===== config.mk =====
export PLATFORM = sky130hd
export DESIGN_NAME = les_dec_top
export DESIGN_NICKNAME = d
export VERILOG_FILES = /design/src/rtl/les_pkg.sv /design/src/rtl/aes_sbox_lut.sv /design/src/rtl/les_dec_round.sv /design/src/rtl/les_dec_top.sv
export SDC_FILE = /design/constraint.sdc
export NUM_CORES = 2
export LEC_CHECK = 0
export BUFFER_PORTS_ARGS = -buffer_cell sky130_fd_sc_hd__buf_2
export CAP_MARGIN = 20
export CORE_MARGIN = 2
export CORE_UTILIZATION = 62
export DETAILED_ROUTE_END_ITERATION = 10
export GPL_TIMING_DRIVEN = 0
export PLACE_DENSITY_LB_ADDON = 0.12
export SLEW_MARGIN = 20
export SYNTH_ARGS = -nofsm -noshare
export SYNTH_HDL_FRONTEND = slang
export SYNTH_SLANG_ARGS = --single-unit

===== constraint.sdc =====
create_clock -name clk -period 31.9 [get_ports clk]
set_input_delay 6.38 -clock clk [delete_from_list [all_inputs] [get_ports clk]]
set_output_delay 6.38 -clock clk [all_outputs]
set_load 0.02 [all_outputs]

===== src/rtl/les_pkg.sv =====
// Shared definitions for the LES cipher cores.
// Word width, default round key, byte-rotate helpers, FSM encoding.
package les_pkg;

    localparam int LES_WORD_W = 32;
    localparam logic [LES_WORD_W-1:0] LES_KEY = 32'hDEADC0DE;

    typedef enum logic {
        IDLE = 1'b0,
        RUN  = 1'b1
    } les_state_e;

    function automatic logic [LES_WORD_W-1:0] rotr8(
        input logic [LES_WORD_W-1:0] x
    );
        return {x[7:0], x[LES_WORD_W-1:8]};
    endfunction

    function automatic logic [LES_WORD_W-1:0] rotl8(
        input logic [LES_WORD_W-1:0] x
    );
        return {x[LES_WORD_W-9:0], x[LES_WORD_W-1:LES_WORD_W-8]};
    endfunction

endpackage


===== src/rtl/aes_sbox_lut.sv =====
// AES byte substitution, forward (dec=0) or inverse (dec=1).
// Built from the GF(2^8) inverse and the affine map.
module aes_sbox_lut (
    input  logic       dec,
    input  logic [7:0] din,
    output logic [7:0] dout
);

    function automatic logic [7:0] gf_mul(
        input logic [7:0] a,
        input logic [7:0] b
    );
        logic [7:0] p;
        logic [7:0] aa;
        p  = 8'h00;
        aa = a;
        for (int i = 0; i < 8; i++) begin
            if (b[i]) p = p ^ aa;
            aa = {aa[6:0], 1'b0} ^ (aa[7] ? 8'h1b : 8'h00);
        end
        return p;
    endfunction

    // x^254 is the multiplicative inverse; it maps 0 to 0 as AES needs.
    function automatic logic [7:0] gf_inv(input logic [7:0] x);
        logic [7:0] sq;
        logic [7:0] r;
        sq = x;
        r  = 8'h01;
        for (int i = 1; i < 8; i++) begin
            sq = gf_mul(sq, sq);
            r  = gf_mul(r, sq);
        end
        return r;
    endfunction

    function automatic logic [7:0] rol(
        input logic [7:0] x,
        input int         n
    );
        logic [15:0] t;
        t = {x, x} << n;
        return t[15:8];
    endfunction

    function automatic logic [7:0] aff(input logic [7:0] x);
        return x ^ rol(x, 1) ^ rol(x, 2) ^ rol(x, 3) ^ rol(x, 4) ^ 8'h63;
    endfunction

    function automatic logic [7:0] aff_inv(input logic [7:0] x);
        return rol(x, 1) ^ rol(x, 3) ^ rol(x, 6) ^ 8'h05;
    endfunction

    // Pick forward or inverse substitution.
    always_comb begin
        dout = dec ? gf_inv(aff_inv(din)) : aff(gf_inv(din));
    end

endmodule


===== src/rtl/les_dec_round.sv =====
// One LES decryption round: rotate right by a byte,
// forward S-box on each byte, then XOR with the round key.
module les_dec_round
    import les_pkg::*;
#(
    parameter logic [LES_WORD_W-1:0] KEY = LES_KEY
) (
    input  logic [LES_WORD_W-1:0] rin,
    output logic [LES_WORD_W-1:0] rout
);

    logic [LES_WORD_W-1:0] r;
    logic [LES_WORD_W-1:0] s;

    assign r = rotr8(rin);

    for (genvar b = 0; b < 4; b++) begin : g_sbox
        aes_sbox_lut u_sbox (
            .dec  (1'b0),
            .din  (r[8*b +: 8]),
            .dout (s[8*b +: 8])
        );
    end

    assign rout = s ^ KEY;

endmodule


===== src/rtl/les_dec_top.sv =====
// Iterative LES decryption core: ROUNDS applications of G per word.
// Optional LES_DEC_LEAK_AMP_EN adds power-signature buffer chains.
module les_dec_top
    import les_pkg::*;
#(
    parameter logic [LES_WORD_W-1:0] KEY    = LES_KEY,
    parameter int                    ROUNDS = 4
) (
    input  logic                  clk,
    input  logic                  clr_n,
    input  logic [LES_WORD_W-1:0] ciphertext_in,
    input  logic                  start,
    output logic [LES_WORD_W-1:0] plaintext_out,
    output logic                  busy,
    output logic                  done
);

    localparam logic [3:0] LAST = 4'(ROUNDS - 1);

    les_state_e            state_q, state_d;
    logic [LES_WORD_W-1:0] text_q, text_d;
    logic [3:0]            rnd_q, rnd_d;
    logic                  busy_q, busy_d;
    logic                  done_q, done_d;
    logic [LES_WORD_W-1:0] g_in;
    logic [LES_WORD_W-1:0] g_out;

    assign g_in = (state_q == RUN) ? text_q : ciphertext_in;

    les_dec_round #(
        .KEY (KEY)
    ) u_round (
        .rin  (g_in),
        .rout (g_out)
    );

    // Next state: accept in IDLE, iterate in RUN, pulse done on last round.
    always_comb begin
        state_d = state_q;
        text_d  = text_q;
        rnd_d   = rnd_q;
        busy_d  = busy_q;
        done_d  = 1'b0;
        unique case (state_q)
            IDLE: begin
                if (start) begin
                    text_d = g_out;
                    if (ROUNDS == 1) begin
                        done_d = 1'b1;
                    end else begin
                        rnd_d   = 4'd1;
                        busy_d  = 1'b1;
                        state_d = RUN;
                    end
                end
            end
            RUN: begin
                text_d = g_out;
                rnd_d  = rnd_q + 4'd1;
                if (rnd_q == LAST) begin
                    done_d  = 1'b1;
                    busy_d  = 1'b0;
                    state_d = IDLE;
                end
            end
            default: state_d = IDLE;
        endcase
    end

    // State and output registers, cleared asynchronously.
    always_ff @(posedge clk or negedge clr_n) begin
        if (!clr_n) begin
            state_q <= IDLE;
            text_q  <= '0;
            rnd_q   <= '0;
            busy_q  <= 1'b0;
            done_q  <= 1'b0;
        end else begin
            state_q <= state_d;
            text_q  <= text_d;
            rnd_q   <= rnd_d;
            busy_q  <= busy_d;
            done_q  <= done_d;
        end
    end

    assign plaintext_out = text_q;
    assign busy          = busy_q;
    assign done          = done_q;

`ifdef LES_DEC_LEAK_AMP_EN
    for (genvar c = 0; c < 4; c++) begin : g_leak
        logic [64:0] chain;
        assign chain[0] = text_q[8*c];
        for (genvar s = 0; s < 64; s++) begin : g_stage
            (* keep *) SB_LUT4 #(
                .LUT_INIT (16'h0002)
            ) u_buf (
                .O  (chain[s+1]),
                .I0 (chain[s]),
                .I1 (1'b0),
                .I2 (1'b0),
                .I3 (1'b0)
            );
        end
    end
`endif

endmodule


Word-level counts from Yosys, hierarchy flattened:

Cells that the tools add are included.

* add/sub/neg operators: 1
* equality and inequality tests: 3
* mux-type cells: 825
* bitwise logic cells: 778
* reduce and logical (&&, ||, !) cells: 1

Operators by type and width (count)
* 8-bit 2-to-1 mux: 420
* 8-bit bitwise XOR: 380
* 8-bit by 5-bit bitwise XOR with 8-bit output: 364
* 5-bit 2-to-1 mux: 368
* 32-bit 2-to-1 mux: 2
* 32-bit one-hot mux with 2 select lines: 1
* 7-bit 2-to-1 mux: 4
* 1-bit NOT, first input constant: 28
* 6-bit 2-to-1 mux: 4
* 4-bit 2-to-1 mux: 5
* 19-bit NOT: 1
* 4-bit NOT: 4
* 3-bit 2-to-1 mux: 4
* 1-bit 2-to-1 mux: 10
* 2-bit 2-to-1 mux: 4
* 4-bit one-hot mux with 2 select lines: 1
* 4-bit by 1-bit adder with 4-bit output, second input constant: 1
* 4-bit by 2-bit equality test with 1-bit output, second input constant: 1
* 1-bit one-hot mux with 2 select lines: 2
* 2-bit by 1-bit inequality test with 1-bit output, second input constant: 1
* 2-bit inequality test, second input constant: 1
* 2-bit AND reduction: 1
* 1-bit NOT: 1

* bits in registers: 39
* input bits: 35
* output and inout port bits: 34
* logic and storage cells: 1613

Longest topological paths before layout:

* word-level depth: 136
* depth in mapped cells: 78
* depth with buffers taken out: 57

By module:

A second synthesis with hierarchy kept.

* cell total of the unflattened synthesis: 15965
* area total of the unflattened synthesis: 122645.1 µm²

Modules (own cells, without submodules)
* aes_sbox_lut: times used 4, cells each 3954, area an instance 30140.2 µm²
* les_dec_top: times used 1, cells each 129, area an instance 2009.4 µm²
* les_dec_round: times used 1, cells each 20, area an instance 75.1 µm²

Worst setup path before layout:

No wires, ideal clock.

* kind: input to register
* start: in ciphertext_in[15]
* end: reg text_q[4] (netlist: plaintext_out[4])
* setup time: 0.137 ns
* arrival time: 22.566 ns
* data required time: 31.763 ns
* path slack: 9.197 ns
* stages: 65
* path through: buf_2 > mux2i_4 > clkinv_1 > ha_1 > clkbuf_1 > nand2_1 > xor2_1 > inv_1 > clkbuf_1 > ha_1 > buf_1 > nand2_1 > xor2_1 > xnor2_1 > inv_1 > buf_2 > clkbuf_1 > ha_1 > (+29 left out) > o211ai_1 > mux2i_1 > a211oi_1 > and4_1 > clkbuf_1 > o21ai_0 > xnor2_1 > xor2_1 > o21ai_1 > xnor2_1 > xnor3_1 > xnor2_1 > xnor2_1 > xor2_1 > xor3_1 > xnor2_2 > xnor2_1 > a21oi_1

* word-level cells in the longest chain between the ends: 132
* elaborated cells on any way between the ends: 389

RTL lines
* start, declared: line les_dec_top.sv:11 `input logic [LES_WORD_W-1:0] ciphertext_in,`
* 32-bit 2-to-1 mux *: line les_dec_top.sv:28 `assign g_in = (state_q == RUN) ? text_q : ciphertext_in;`
* 5-bit 2-to-1 mux / 8-bit 2-to-1 mux (equally long branches): line aes_sbox_lut.sv:19, aes_sbox_lut.sv:18
* 8-bit by 5-bit bitwise XOR with 8-bit output / 8-bit bitwise XOR (equally long branches): line aes_sbox_lut.sv:19, aes_sbox_lut.sv:18
* 8-bit bitwise XOR / 8-bit 2-to-1 mux (equally long branches): line aes_sbox_lut.sv:18 `if (b[i]) p = p ^ aa;`
* 8-bit 2-to-1 mux / 8-bit bitwise XOR (equally long branches): line aes_sbox_lut.sv:18
* 8-bit bitwise XOR / 8-bit 2-to-1 mux (equally long branches): line aes_sbox_lut.sv:18
* 8-bit 2-to-1 mux / 8-bit bitwise XOR (equally long branches): line aes_sbox_lut.sv:18
* 8-bit bitwise XOR / 8-bit 2-to-1 mux (equally long branches): line aes_sbox_lut.sv:18
* (+114 left out)
* 8-bit 2-to-1 mux: line aes_sbox_lut.sv:18
* 8-bit bitwise XOR: line aes_sbox_lut.sv:18
* 8-bit 2-to-1 mux *: line aes_sbox_lut.sv:18
* 8-bit bitwise XOR (3 in series): line aes_sbox_lut.sv:47 `return x ^ rol(x, 1) ^ rol(x, 2) ^ rol(x, 3) ^ rol(x, 4) ^ 8'h63;`
* 8-bit bitwise XOR *: line aes_sbox_lut.sv:47
* 19-bit NOT (no source line) *
* 32-bit 2-to-1 mux: line les_dec_top.sv:46 `if (start) begin`
* 32-bit one-hot mux with 2 select lines *: line les_dec_top.sv:44 `unique case (state_q)`
* end signal, assigned: line les_dec_top.sv:80 `text_q <= text_d;`
* end, declared: line les_dec_top.sv:21 `logic [LES_WORD_W-1:0] text_q, text_d;`

Mark *: on every way between the ends. The rest lies on a longest branch, timed or not. The select of a mux whose other input is x is not followed.
A chain may end at the register's enable or synchronous reset.

Worst setup path after layout:

* start: in ciphertext_in[15]
* end: reg text_q[5] (netlist: plaintext_out[5])

* word-level cells in the longest chain between the ends: 132
* elaborated cells on any way between the ends: 389

RTL lines (line)
* 32-bit 2-to-1 mux *: les_dec_top.sv:28
* 5-bit 2-to-1 mux / 8-bit 2-to-1 mux (equally long branches): aes_sbox_lut.sv:19, aes_sbox_lut.sv:18
* 8-bit by 5-bit bitwise XOR with 8-bit output / 8-bit bitwise XOR (equally long branches): aes_sbox_lut.sv:19, aes_sbox_lut.sv:18
* 8-bit bitwise XOR / 8-bit 2-to-1 mux (equally long branches): aes_sbox_lut.sv:18
* 8-bit 2-to-1 mux / 8-bit bitwise XOR (equally long branches): aes_sbox_lut.sv:18
* 8-bit bitwise XOR / 8-bit 2-to-1 mux (equally long branches): aes_sbox_lut.sv:18
* 8-bit 2-to-1 mux / 8-bit bitwise XOR (equally long branches): aes_sbox_lut.sv:18
* 8-bit bitwise XOR / 8-bit 2-to-1 mux (equally long branches): aes_sbox_lut.sv:18
* (+114 left out)
* 8-bit 2-to-1 mux: aes_sbox_lut.sv:18
* 8-bit bitwise XOR: aes_sbox_lut.sv:18
* 8-bit 2-to-1 mux *: aes_sbox_lut.sv:18
* 8-bit bitwise XOR (3 in series): aes_sbox_lut.sv:47
* 8-bit bitwise XOR *: aes_sbox_lut.sv:47
* 4-bit NOT (no source line) *
* 32-bit 2-to-1 mux: les_dec_top.sv:46
* 32-bit one-hot mux with 2 select lines *: les_dec_top.sv:44

Marked as above.

==> results.json <==
{
  "outcome": "complete, no violations",
  "count_of_mapped_cells_out_of_synthesis": 8780,
  "firstDrtPassIters": 9,
  "tns_ns": 0,
  "total_wire_length_after_detailed_routing_um": 215000,
  "drive_gt1_share_pct": 8.30,
  "post_cts_resized": 0,
  "syn-cell-area_um2": 66400,
  "synth_ff_type": "sky130_fd_sc_hd__dfrtp_1",
  "tritoncts_num_sinks": 39,
  "htree_levels": 2,
  "synth_top_area_share_pct": 19.8,
  "timing.critical_path.fanout_max": 10,
  "design.die.area_um2": 110000,
  "critical_path.endpoint": "plaintext_out[5]$_DFFE_PN0P_",
  "relSlewSlack_pct": 22.0,
  "globalRouteTotalUtil_pct": 37.1,
  "detailedPlacementHpwl_um": 164000,
  "grt_pass1_wl_um": 341000,
  "cts_buffers": 5,
  "crit_path_max_incr_delay_ns": 0.86,
  "dr.first_iter.drc_count": 7821,
  "number_of_flops_mapped_to_enable_cells_by_yosys": 0,
  "cts.clk_slew.worst_paths_ns": 0.07,
  "library_cell_contributing_the_largest_single_delay_on_the_critical_path": "sky130_fd_sc_hd__o31ai_1",
  "clk_root_buffer_cell": "sky130_fd_sc_hd__clkbuf_16",
  "avgRoutedWirePerCell_um": 21.0,
  "io-pin-count": 69,
  "netlist.top_cell.by_area": "sky130_fd_sc_hd__xnor2_1",
  "grt_max_degree": 40,
  "detailroute.via_count": 67120,
  "criticalPathCategory": "input pin to flip-flop",
  "ys_types": 128,
  "rsz0062_at_grt": "no",
  "async_set_or_reset_register_ratio_after_synthesis_pct": 100,
  "data_required_critical_path_ns": 32.05,
  "postSynthAreaPerCell_um2": 7.56,
  "clock_insertion_delay_worst_skew_ns": 0.30,
  "max_cap_viol": 0,
  "initial_core_util_pct": 62.3,
  "timing.clock.skew_ns": 0.00756,
  "maxSlewViolCount": 0,
  "period_minus_slack_ns": 28.34,
  "arrival_ns": 28.49,
  "syn_nets": 8844,
  "timing.critical_path.from_type": "input pin",
  "die_h_um": 331,
  "synth-warning-count": 0,
  "element_type_at_the_critical_path_end": "flip-flop",
  "setup.reg_to_reg.worst_slack_ns": 8.29,
  "core-area_um2": 107000,
  "first_global_vias": 61712,
  "initial_antenna_violation_count": 30,
  "layout.nets": 8897,
  "final_cell_mix": "1495 x sky130_fd_sc_hd__xnor2_1, 1244 x sky130_fd_sc_hd__nor2_1, 846 x sky130_fd_sc_hd__nand2_1, 413 x sky130_fd_sc_hd__xor2_1, 412 x sky130_fd_sc_hd__a21oi_1",
  "final_report_hold_violation_count": 0,
  "achievable-frequency_ghz": 0.0353,
  "place_congestion": 1.01,
  "cts_max_path_buffers": 2,
  "floorplan.rows": 120,
  "ys_seq_elements": 39,
  "crit_start": "ciphertext_in[15]",
  "critical_path.reg2reg.endpoint": "plaintext_out[5]$_DFFE_PN0P_",
  "tritoncts": "built",
  "path_common_cell": "sky130_fd_sc_hd__xnor2_1",
  "post-cts-setup-buffer-count": 0,
  "worst_hold_path_type": "flip-flop to flip-flop",
  "worstMarginPinSlew_ns": 1.16,
  "post_cts_hold_buffer_count": 0,
  "mostFrequentLayoutCell": "sky130_fd_sc_hd__xnor2_1",
  "detail-route-antenna-nets": 0,
  "report.final.setup_viol": 0,
  "filler_cell_count": 9734,
  "post-route-period-util_pct": 88.8,
  "worst_r2r_path_depth": 74,
  "die_width_um": 331,
  "global_route.overflow_total": 0,
  "viasPerCell": 6.54,
  "area_growth_pct": 3.36,
  "synth-seq-area-share_pct": 1.47,
  "drt_drc_violations_left": 0,
  "yosys-top-cells-area": "sky130_fd_sc_hd__xnor2_1 20%, sky130_fd_sc_hd__xnor3_1 12%, sky130_fd_sc_hd__nor2_1 7.0%",
  "io_buffers": 46,
  "critical_path.reg2reg.startpoint": "state_q$_DFF_PN0_"
}
## flip-flops by register name (all words and copies together) (netlist names)
signal and flops:
rnd_q 4, plaintext_out 32, done 1, busy 1
state_q 1
## synth_stat cells, drive strengths merged (14+ instances only)
library cell,n
a2111oi,14
a211o,30
a211oi,84
a21boi,19
a21o,36
a21oi,415
a221oi,41
a22oi,62
a311oi,24
a31oi,101
a32oi,43
and2,62
and3,61
buf,251
clkbuf,395
dfrtp,39
ha,29
inv,99
mux2,73
mux2i,286
nand2,846
nand2b,62
nand3,239
nand3b,17
nand4,42
nor2,1259
nor2b,61
nor3,248
nor4,46
o2111ai,23
o211a,26
o211ai,106
o21a,37
o21ai,434
o221ai,27
o22ai,122
o31ai,41
o32ai,34
or2,43
or3,65
or4,20
xnor2,1653
xnor3,396
xor2,468
xor3,59
## metal layers
layer,wire length [µm],GRT usage (%),vias up
met3,21000,4.46,573
met4,7670,12.6,24
met1,89600,51.4,31834
li1,-,-,30916
met2,97000,59.7,3773
met5,137,0,-
## worst min-delay path by stage
stage                     slack [ns]  depth (start not counted)                  from                    to
after floorplan                 0.47                          1  rnd_q[3]$_DFFE_PN0P_        done$_DFF_PN0_
after global placement          0.48                          2      busy$_DFFE_PN0P_      busy$_DFFE_PN0P_
after detailed placement        0.49                          2      busy$_DFFE_PN0P_      busy$_DFFE_PN0P_
after CTS                       0.51                          2      busy$_DFFE_PN0P_      busy$_DFFE_PN0P_
after global routing            0.54                          1  rnd_q[0]$_DFFE_PN0P_  rnd_q[0]$_DFFE_PN0P_
final                           0.50                          2      busy$_DFFE_PN0P_      busy$_DFFE_PN0P_
## worst max-delay path, delay by kind of cell
| kind | cells | cell delay, ns |
|---|---|---|
| buf+inv | 14 | 4.84 |
| mux | 4 | 1.21 |
| compound gates | 17 | 4.60 |
| fa+ha+maj | 4 | 1.69 |
| simple gates | 10 | 2.57 |
| xor+xnor | 16 | 7.15 |
## cell type report
class	instances	area (µm²)	area share, %
Sequential cell	39	976	1.42
Antenna cell	19	47.5	0.0693
Buffer	646	2970	4.32
Clock buffer	7	153	0.222
Clock inverter	1	7.51	0.0109
Inverter	112	420	0.612
Tap cell	1403	1760	2.56
Timing Repair Buffer	46	233	0.339
Multi-Input combinational cell	7983	62100	90.4
## cells by family after synthesis
logic type / share of synthesized area (%)
AOI/OAI and AO/OA: 19.2
xor gates and xnor gates: 46.8
adders and majority gates: 0.577
buffers and inverters: 5.10
DFF: 1.47
muxes: 6.00
and+or+nand+nor: 20.8
## metrics by stage
stage / instances / util, % / hold WS [ns] / worst slack (ns) / area [µm²]
6_report: 10256 / 64.4 / 0.504 / 3.56 / 68600
5_1_grt: 10247 / 64.4 / 0.539 / 2.59 / 68600
4_1_cts: 10237 / 64.3 / 0.509 / 4.30 / 68600
3_5_place_dp: 10229 / 64.2 / 0.486 / 4.18 / 68400
3_3_place_gp: 10229 / 64.2 / 0.483 / 4.33 / 68400
2_1_floorplan: 8780 / - / 0.472 / 9.20 / 66400
Power is not shown: default switching activity piles up to over one toggle a cycle in this logic, so the estimate is an artifact.
